`config.mk`:
```
export PLATFORM = sky130hd
export DESIGN_NAME = sia_rxq_v2_flat
export DESIGN_NICKNAME = d
export VERILOG_FILES = /design/src/rtl/sia_pkg.sv /design/src/rtl/sia_rxq_v2_if.sv /design/src/rtl/sia_rxq_fifo.sv /design/src/rtl/sia_rxq_v2.sv /design/src/flat_wrapper.sv
export SDC_FILE = /design/constraint.sdc
export NUM_CORES = 1
export LEC_CHECK = 0
export ABC_AREA = 0
export CAP_MARGIN = 0
export CORE_MARGIN = 3
export CORE_UTILIZATION = 62
export DETAILED_ROUTE_END_ITERATION = 12
export GPL_TIMING_DRIVEN = 0
export PLACE_DENSITY = 0.86
export SYNTH_ARGS = -nofsm -noshare
export SYNTH_HDL_FRONTEND = slang
export SYNTH_SLANG_ARGS = --single-unit
```
`constraint.sdc`:
```
create_clock -name clk_i -period 7.1 [get_ports clk_i]
set_clock_uncertainty 0.05 [all_clocks]
set_input_delay 1.775 -clock clk_i [delete_from_list [all_inputs] [get_ports clk_i]]
set_output_delay 1.775 -clock clk_i [all_outputs]
set_load 0.03 [all_outputs]
```
`src/rtl/sia_pkg.sv`:
```
// rtl/sia_pkg.sv - shared receiver state type and synchroniser depth for the SIA receive queue
package sia_pkg;

  typedef enum logic [1:0] {
    ST_IDLE,
    ST_START,
    ST_SHIFT,
    ST_COMMIT
  } rx_state_e;

  localparam int SYNC_DEPTH = 2;

endpackage

```
`src/rtl/sia_rxq_v2_if.sv`:
```
// rtl/sia_rxq_v2_if.sv - host-side receive queue control and status bundle
interface sia_rxq_v2_if #(
  parameter int DEPTH_BITS = 2,
  parameter int DATA_BITS  = 12
);

  logic [DEPTH_BITS:0]  thresh_i;
  logic                 rxq_pop_i;
  logic                 rxq_oe_i;
  logic                 rxq_err_clr_i;
  logic [DATA_BITS-1:0] rxq_dat_o;
  logic [DEPTH_BITS:0]  rxq_level_o;
  logic                 rxq_full_o;
  logic                 rxq_not_empty_o;
  logic                 rxq_thresh_o;
  logic                 rxq_ovr_o;
  logic                 rxq_ferr_o;

  modport master (
    output thresh_i, rxq_pop_i, rxq_oe_i, rxq_err_clr_i,
    input  rxq_dat_o, rxq_level_o, rxq_full_o, rxq_not_empty_o,
    input  rxq_thresh_o, rxq_ovr_o, rxq_ferr_o
  );

  modport slave (
    input  thresh_i, rxq_pop_i, rxq_oe_i, rxq_err_clr_i,
    output rxq_dat_o, rxq_level_o, rxq_full_o, rxq_not_empty_o,
    output rxq_thresh_o, rxq_ovr_o, rxq_ferr_o
  );

endinterface

```
`src/rtl/sia_rxq_fifo.sv`:
```
// rtl/sia_rxq_fifo.sv - receive word storage with level, threshold and sticky overrun
module sia_rxq_fifo
  import sia_pkg::*;
#(
  parameter int DEPTH_BITS = 2,
  parameter int DATA_BITS  = 12
) (
  input  logic                 clk,
  input  logic                 rst_n,
  input  logic                 push,
  input  logic [DATA_BITS-1:0] push_data,
  input  logic                 pop,
  input  logic                 err_clr,
  input  logic [DEPTH_BITS:0]  thresh,
  output logic [DATA_BITS-1:0] rd_data,
  output logic [DEPTH_BITS:0]  level,
  output logic                 full,
  output logic                 not_empty,
  output logic                 thresh_hit,
  output logic                 ovr
);

  localparam int ENTRIES = 1 << DEPTH_BITS;
  localparam logic [DEPTH_BITS:0] FULL_LEVEL = (DEPTH_BITS+1)'(ENTRIES);

  logic [DATA_BITS-1:0]  mem [ENTRIES];
  logic [DEPTH_BITS-1:0] wr_ptr;
  logic [DEPTH_BITS-1:0] rd_ptr;
  logic                  do_push;
  logic                  do_pop;

  assign full       = (level == FULL_LEVEL);
  assign not_empty  = (level != '0);
  assign thresh_hit = (level >= thresh);
  assign rd_data    = mem[rd_ptr];

  // A pop in the same cycle frees the slot, so a push into a full queue still lands.
  assign do_pop  = pop && not_empty;
  assign do_push = push && (!full || do_pop);

  always_ff @(posedge clk) begin
    if (do_push) begin
      mem[wr_ptr] <= push_data;
    end
  end

  always_ff @(posedge clk or negedge rst_n) begin
    if (!rst_n) begin
      wr_ptr <= '0;
      rd_ptr <= '0;
      level  <= '0;
      ovr    <= 1'b0;
    end else begin
      if (do_push) begin
        wr_ptr <= wr_ptr + DEPTH_BITS'(1);
      end
      if (do_pop) begin
        rd_ptr <= rd_ptr + DEPTH_BITS'(1);
      end
      if (do_push && !do_pop) begin
        level <= level + (DEPTH_BITS+1)'(1);
      end else if (do_pop && !do_push) begin
        level <= level - (DEPTH_BITS+1)'(1);
      end
      if (push && !do_push) begin
        ovr <= 1'b1;
      end else if (err_clr) begin
        ovr <= 1'b0;
      end
    end
  end

endmodule

```
`src/rtl/sia_rxq_v2.sv`:
```
// rtl/sia_rxq_v2.sv - oversampling serial receiver feeding a buffered receive queue
// Stop-bit checking is built in when SIA_RXQ_FRAME_CHECK_EN is defined.
module sia_rxq_v2
  import sia_pkg::*;
#(
  parameter int SHIFT_REG_WIDTH = 12,
  parameter int BAUD_RATE_WIDTH = 32,
  parameter int DEPTH_BITS      = 2,
  parameter int DATA_BITS       = 12
) (
  input  logic                       clk_i,
  input  logic                       reset_ni,
  input  logic [5:0]                 bits_i,
  input  logic [BAUD_RATE_WIDTH-1:0] baud_i,
  input  logic                       rxd_i,
  sia_rxq_v2_if.slave                rxq
);

  logic [SYNC_DEPTH-1:0]      sync_q;
  logic                       rxd;
  logic                       rxd_q;
  logic                       fall;
  rx_state_e                  state_q;
  rx_state_e                  state_d;
  logic [BAUD_RATE_WIDTH-1:0] cnt_q;
  logic [BAUD_RATE_WIDTH-1:0] baud_q;
  logic [5:0]                 bit_cnt_q;
  logic [SHIFT_REG_WIDTH-1:0] sr_q;
  logic                       cnt_zero;
  logic                       start_load;
  logic                       shift_en;
  logic                       push;
  logic [DATA_BITS-1:0]       rd_data;

  assign rxd      = sync_q[SYNC_DEPTH-1];
  assign fall     = rxd_q && !rxd;
  assign cnt_zero = (cnt_q == '0);

  always_ff @(posedge clk_i or negedge reset_ni) begin
    if (!reset_ni) begin
      sync_q  <= '1;
      rxd_q   <= 1'b1;
      state_q <= ST_IDLE;
    end else begin
      sync_q  <= {sync_q[SYNC_DEPTH-2:0], rxd_i};
      rxd_q   <= rxd;
      state_q <= state_d;
    end
  end

  always_comb begin
    state_d    = state_q;
    start_load = 1'b0;
    shift_en   = 1'b0;
    push       = 1'b0;
    unique case (state_q)
      ST_IDLE: begin
        if (fall) begin
          start_load = 1'b1;
          state_d    = ST_START;
        end
      end
      ST_START: begin
        if (cnt_zero) begin
          if (rxd) begin
            state_d = ST_IDLE;
          end else begin
            shift_en = 1'b1;
            state_d  = ST_SHIFT;
          end
        end
      end
      ST_SHIFT: begin
        if (cnt_zero) begin
          shift_en = 1'b1;
          if (bit_cnt_q == 6'd1) begin
            state_d = ST_COMMIT;
          end
        end
      end
      ST_COMMIT: begin
        state_d = ST_IDLE;
`ifdef SIA_RXQ_FRAME_CHECK_EN
        push = sr_q[SHIFT_REG_WIDTH-1];
`else
        push = 1'b1;
`endif
      end
      default: state_d = ST_IDLE;
    endcase
  end

  // First wait is half a bit period so every later sample lands mid-bit.
  always_ff @(posedge clk_i or negedge reset_ni) begin
    if (!reset_ni) begin
      cnt_q     <= '0;
      baud_q    <= '0;
      bit_cnt_q <= '0;
      sr_q      <= '1;
    end else if (start_load) begin
      baud_q    <= baud_i;
      cnt_q     <= baud_i >> 1;
      bit_cnt_q <= bits_i;
      sr_q      <= '1;
    end else if (shift_en) begin
      sr_q      <= {rxd, sr_q[SHIFT_REG_WIDTH-1:1]};
      cnt_q     <= baud_q;
      bit_cnt_q <= bit_cnt_q - 6'd1;
    end else if (state_q == ST_START || state_q == ST_SHIFT) begin
      cnt_q <= cnt_q - BAUD_RATE_WIDTH'(1);
    end
  end

`ifdef SIA_RXQ_FRAME_CHECK_EN
  logic ferr_q;

  always_ff @(posedge clk_i or negedge reset_ni) begin
    if (!reset_ni) begin
      ferr_q <= 1'b0;
    end else if (state_q == ST_COMMIT && !sr_q[SHIFT_REG_WIDTH-1]) begin
      ferr_q <= 1'b1;
    end else if (rxq.rxq_err_clr_i) begin
      ferr_q <= 1'b0;
    end
  end

  assign rxq.rxq_ferr_o = ferr_q;
`else
  assign rxq.rxq_ferr_o = 1'b0;
`endif

  sia_rxq_fifo #(
    .DEPTH_BITS(DEPTH_BITS),
    .DATA_BITS (DATA_BITS)
  ) u_fifo (
    .clk       (clk_i),
    .rst_n     (reset_ni),
    .push      (push),
    .push_data (sr_q[SHIFT_REG_WIDTH-1 -: DATA_BITS]),
    .pop       (rxq.rxq_pop_i),
    .err_clr   (rxq.rxq_err_clr_i),
    .thresh    (rxq.thresh_i),
    .rd_data   (rd_data),
    .level     (rxq.rxq_level_o),
    .full      (rxq.rxq_full_o),
    .not_empty (rxq.rxq_not_empty_o),
    .thresh_hit(rxq.rxq_thresh_o),
    .ovr       (rxq.rxq_ovr_o)
  );

  assign rxq.rxq_dat_o = rxq.rxq_oe_i ? rd_data : '0;

endmodule
```
`src/flat_wrapper.sv`:
```
// flat-port wrapper written by rule: the top's interface ports become plain ports
module sia_rxq_v2_flat import sia_pkg::*;
#(
  parameter int SHIFT_REG_WIDTH = 12,
  parameter int BAUD_RATE_WIDTH = 32,
  parameter int DEPTH_BITS      = 2,
  parameter int DATA_BITS       = 12
)
  (clk_i, reset_ni, bits_i, baud_i, rxd_i, rxq_thresh_i, rxq_rxq_pop_i, rxq_rxq_oe_i, rxq_rxq_err_clr_i, rxq_rxq_dat_o, rxq_rxq_level_o, rxq_rxq_full_o, rxq_rxq_not_empty_o, rxq_rxq_thresh_o, rxq_rxq_ovr_o, rxq_rxq_ferr_o);
  sia_rxq_v2_if #(.DEPTH_BITS(DEPTH_BITS), .DATA_BITS(DATA_BITS)) rxq_i ();
  input  logic clk_i;
  input  logic reset_ni;
  input  logic [5:0] bits_i;
  input  logic [BAUD_RATE_WIDTH-1:0] baud_i;
  input  logic rxd_i;
  input wire logic [$bits(rxq_i.thresh_i)-1:0] rxq_thresh_i;
  input wire logic [$bits(rxq_i.rxq_pop_i)-1:0] rxq_rxq_pop_i;
  input wire logic [$bits(rxq_i.rxq_oe_i)-1:0] rxq_rxq_oe_i;
  input wire logic [$bits(rxq_i.rxq_err_clr_i)-1:0] rxq_rxq_err_clr_i;
  output wire logic [$bits(rxq_i.rxq_dat_o)-1:0] rxq_rxq_dat_o;
  output wire logic [$bits(rxq_i.rxq_level_o)-1:0] rxq_rxq_level_o;
  output wire logic [$bits(rxq_i.rxq_full_o)-1:0] rxq_rxq_full_o;
  output wire logic [$bits(rxq_i.rxq_not_empty_o)-1:0] rxq_rxq_not_empty_o;
  output wire logic [$bits(rxq_i.rxq_thresh_o)-1:0] rxq_rxq_thresh_o;
  output wire logic [$bits(rxq_i.rxq_ovr_o)-1:0] rxq_rxq_ovr_o;
  output wire logic [$bits(rxq_i.rxq_ferr_o)-1:0] rxq_rxq_ferr_o;
  assign rxq_i.thresh_i = rxq_thresh_i;
  assign rxq_i.rxq_pop_i = rxq_rxq_pop_i;
  assign rxq_i.rxq_oe_i = rxq_rxq_oe_i;
  assign rxq_i.rxq_err_clr_i = rxq_rxq_err_clr_i;
  assign rxq_rxq_dat_o = rxq_i.rxq_dat_o;
  assign rxq_rxq_level_o = rxq_i.rxq_level_o;
  assign rxq_rxq_full_o = rxq_i.rxq_full_o;
  assign rxq_rxq_not_empty_o = rxq_i.rxq_not_empty_o;
  assign rxq_rxq_thresh_o = rxq_i.rxq_thresh_o;
  assign rxq_rxq_ovr_o = rxq_i.rxq_ovr_o;
  assign rxq_rxq_ferr_o = rxq_i.rxq_ferr_o;
  sia_rxq_v2 #(.SHIFT_REG_WIDTH(SHIFT_REG_WIDTH), .BAUD_RATE_WIDTH(BAUD_RATE_WIDTH), .DEPTH_BITS(DEPTH_BITS), .DATA_BITS(DATA_BITS)) u_core (.clk_i(clk_i), .reset_ni(reset_ni), .bits_i(bits_i), .baud_i(baud_i), .rxd_i(rxd_i), .rxq(rxq_i));
endmodule
```
==> results.txt <==
* Status: finished clean
- The worst pin sits at a relative slew slack of 31.16%.
- Routability-driven placement finished with a final weighted congestion of 0.9589.
- Critical path cell sequence: clkdlybuf4s50_1, ha_1, nand2b_1, a21o_1, a21o_1, clkdlybuf4s50_1
* Period utilization: 75.21%
- In this run the biggest area consumer among cell types represents 28.90% of the synthesized area.
- Counting cells, the worst reg-to-reg path comes to 8.
- Of all cell types, the one taking the most synthesized area is sky130_fd_sc_hd__dfrtp_1.
- Critical path's largest stage delay: 580 ps
- Highest-count cells in the layout ignoring fill and taps: 156 x sky130_fd_sc_hd__nand2_1, 80 x sky130_fd_sc_hd__dfrtp_1, 64 x sky130_fd_sc_hd__clkdlybuf4s50_1
- Category of the worst setup path launch point: input port
- Starting density of the core: 65.35%
- Library cells used by synthesis: 58
- Part of the power in the clock network: 26.3%
* Critical path required time: 5280 ps
* Category of the worst setup path capture point: output port
- Buffers inserted during clock tree synthesis total 17.
* Post-synthesis instance area: 6928 um2
* Synthesis Warnings: 0
- CTS H-Tree Depth: 4
- Sum of internal, switching and leakage power: 3.478 mW
* Maxcap violations: 0
* Std-Cell Core Area: 10600 um2
- The count of buffers added on input and output ports is 65.
* Most common library cell in the layout ignoring fill and taps: sky130_fd_sc_hd__nand2_1
* Fmax: 0.1873 GHz
- The worst register-to-register path ends at u_core.bit_cnt_q[1]$_DFFE_PN0P_.
- Crit path max-delay cell type: sky130_fd_sc_hd__clkdlybuf4s50_1
- Data on the critical path arrives at its endpoint at 3510 ps.
- Internal Dissipation: 2.108 mW
* Logic gate share of total power: 36.4%
- Ranked by total cell area, the synthesized netlist is headed by sky130_fd_sc_hd__dfrtp_1 29%, sky130_fd_sc_hd__edfxtp_1 21%, sky130_fd_sc_hd__nand2_1 8.5%, sky130_fd_sc_hd__dfstp_2 5.7%, sky130_fd_sc_hd__mux4_2 3.9%.
* Number of enable flip-flop cells after synthesis: 48
- The worst register-to-register path begins at u_core.cnt_q[12]$_DFFE_PN0P_.
* Unrepaired setup endpoints after global routing: no
- The number of max-slew violations in the final report is 0.
- After floorplanning, the core was divided into 37 placement rows.
- Post-detailed-route via-to-cell ratio: 6.374
* Number of hold buffers added after cts: 0
- Die X-Extent: 111.7 um
* Clock-pin transition on the worst setup and hold timing paths: 70 ps
- The synthesized design contains 143 register bits.
- Global routing usage summed across all routing layers: 30.67%
- Largest fanout of any net on the critical path: 1
* Number of violations reported at the end of detailed-routing iteration 0: 700
- Vias post-DR: 5737
- LEAKAGE: 3.347 nW
- In this run the power density over the cells is 414.9 nW/um2.
- In this run the post-CTS setup repair buffer count came out at 0.
* First-pass GRT wire length: 29890 um
- Number of nets in the layout: 815
- After synthesis, the share of flip-flops with an asynchronous set or reset is 66.43%.
* Library cell used as clock root buffer: sky130_fd_sc_hd__clkbuf_8
- Maximum root-to-sink buffer count: 2
- Number of sinks on the clock net: 143
* Total Die Area: 12480 um2
- Via count of the first global-routing pass: 5782
* Path class of the lowest-slack min-delay path: reg2reg
- Entering global routing, the biggest net connects 55 pins.
- Final number of setup-violating endpoints: 0
- Capture point of the critical path: rxq_rxq_thresh_o
- Among all flip-flop cells after synthesis, the most frequent one is sky130_fd_sc_hd__dfrtp_1.
- Remaining antenna violation count after routing: 0
- Net switching is 39.40% of the power.
- The final layout contains routed wiring with a total length of 18610 um.
- Number of antenna cells inserted: 0
* Post-synthesis net count: 730
- In the final routed layout, each cell accounts on average for 20.68 um.
- Initial antenna violation count: 0
- FILL cells: 671
* Transition time at the pin with the least slew margin: 1024 ps
* Placed wire-length estimate: 12290 um
- The hold violation count in the final report was 0.
- For this design the total switching power over the nets is 1.370 mW.
- In the final timing run, aggregate negative setup slack is 0 ps.
- Number of remaining DRC errors: 0
- VDD sags by at most 221.9 uV.
- Skew-Pair Late Insertion Delay: 540 ps
* # IOs: 67
* Setup slack on the worst flop-to-flop path: 3850 ps
- The area growth from synthesis to layout is 21.00%.
- Final Critical Period: 5340 ps
* Average cell area after synthesis: 10.40 um2
- Die Y-Extent: 111.7 um
- Number of cells produced by synthesis: 666
* Remaining global-route overflow: 0
- Share of synthesized area occupied by flip-flops and latches: 55.39%
* Detailed-router iteration count before antenna repair: 5
* Launch point of the worst path: rxq_thresh_i[0]
- Part of the power in registers: 37.3%
* Critical path start-end classification: in2out
- Post_cts resized: 0
* TritonCTS clock tree: built
- In the final layout, the share of cells above drive strength 1 is 10.47%.
## registers in the layout (all words and copies together), names as in the netlist, named ones only
name,cells
u_core.bit_cnt_q,6
u_core.rxd_q,1
u_core.u_fifo.wr_ptr,2
u_core.baud_q,32
u_core.u_fifo.level,3
u_core.cnt_q,32
u_core.sr_q,12
u_core.u_fifo.mem,48
u_core.u_fifo.rd_ptr,2
u_core.state_q,1
u_core.sync_q,2
u_core.u_fifo.ovr,1
## per-layer routing
layer | GRT usage [%] | part of all wire [%]
met3 | 7.391 | 8.4
met4 | 13.63 | 4.2
met2 | 52.04 | 50
met5 | 0 | 0
met1 | 37.41 | 37
## final cells by class
| type | count | area [um2] | area share, % |
|---|---|---|---|
| clock inverter | 15 | 195.2 | 2.328 |
| tap | 136 | 170.2 | 2.030 |
| clock buffer | 17 | 414.1 | 4.940 |
| buffer | 39 | 157.7 | 1.881 |
| inverter | 15 | 56.30 | 0.6716 |
| sequential | 143 | 3837 | 45.78 |
| timing repair buffer | 66 | 675.6 | 8.060 |
| multi-input combinational | 469 | 2877 | 34.31 |
## cell usage after synthesis (5+ instances only)
master / count
sky130_fd_sc_hd__nor4_2: 5
sky130_fd_sc_hd__nor2_1: 26
sky130_fd_sc_hd__dfstp_2: 15
sky130_fd_sc_hd__xnor2_1: 16
sky130_fd_sc_hd__a31oi_1: 5
sky130_fd_sc_hd__a22oi_1: 5
sky130_fd_sc_hd__nor4_1: 8
sky130_fd_sc_hd__dfrtp_1: 80
sky130_fd_sc_hd__o21ai_0: 48
sky130_fd_sc_hd__inv_1: 15
sky130_fd_sc_hd__and2_1: 17
sky130_fd_sc_hd__a21oi_1: 21
sky130_fd_sc_hd__buf_2: 6
sky130_fd_sc_hd__xor2_1: 8
sky130_fd_sc_hd__or3_1: 8
sky130_fd_sc_hd__mux4_2: 12
sky130_fd_sc_hd__nor3_1: 18
sky130_fd_sc_hd__ha_1: 16
sky130_fd_sc_hd__edfxtp_1: 48
sky130_fd_sc_hd__or4_1: 6
sky130_fd_sc_hd__nand3_1: 26
sky130_fd_sc_hd__and3_1: 8
sky130_fd_sc_hd__clkbuf_1: 28
sky130_fd_sc_hd__nand2_1: 156
## per-stage QoR
stage / hold WS [ps] / instances / worst slack [ps] / instance area [um2] / utilization, %
after detailed placement: 305.8 / 868 / 1756 / 7774 / 73.33
final: 313.8 / 900 / 1760 / 8383 / 79.07
after CTS: 313.7 / 900 / 1755 / 8383 / 79.07
after floorplan: 295.2 / 666 / 2693 / 6928 / -
after global placement: 306.4 / 867 / 756.2 / 7749 / 73.09
after global routing: 316.5 / 900 / 1697 / 8383 / 79.07
## worst min path at each step
| stage | slack, ps | from | cells after the start | end |
|---|---|---|---|---|
| after global placement | 310 | u_core.sync_q[0]$_DFF_PN1_ | 0 | u_core.sync_q[1]$_DFF_PN1_ |
| after CTS | 310 | u_core.sync_q[0]$_DFF_PN1_ | 0 | u_core.sync_q[1]$_DFF_PN1_ |
| after floorplan | 300 | u_core.sync_q[0]$_DFF_PN1_ | 0 | u_core.sync_q[1]$_DFF_PN1_ |
| final | 310 | u_core.sync_q[0]$_DFF_PN1_ | 0 | u_core.sync_q[1]$_DFF_PN1_ |
| after detailed placement | 310 | u_core.sync_q[0]$_DFF_PN1_ | 0 | u_core.sync_q[1]$_DFF_PN1_ |
| after global routing | 320 | u_core.sync_q[0]$_DFF_PN1_ | 0 | u_core.sync_q[1]$_DFF_PN1_ |
## power groups by stage
| stage | sequential (mW) | clock (mW) | combinational (mW) |
|---|---|---|---|
| after floorplan | 1.26 | 0 | 0.834 |
| after global placement | 1.28 | 0 | 1.15 |
| after detailed placement | 1.30 | 0 | 1.22 |
| after CTS | 1.29 | 0.922 | 1.24 |
| after global routing | 1.32 | 0.956 | 1.37 |
| final | 1.30 | 0.915 | 1.26 |
## critical path, delay by kind of cell
family          cells  cell delay, ps
fa+ha+maj           1             220
compound gates      2             350
buf+inv             2            1040
simple gates        1             140
## kinds of logic after synthesis
| family | synth area share, % |
|---|---|
| xor gates and xnor gates | 3.034 |
| muxes | 4.804 |
| buffers and inverters | 3.088 |
| adders and majority gates | 3.179 |
| DFF | 55.39 |
| AOI/OAI and AO/OA | 9.391 |
| other | 0.05413 |
| and+or+nand+nor | 21.06 |
(Power assumes the default switching activity.)
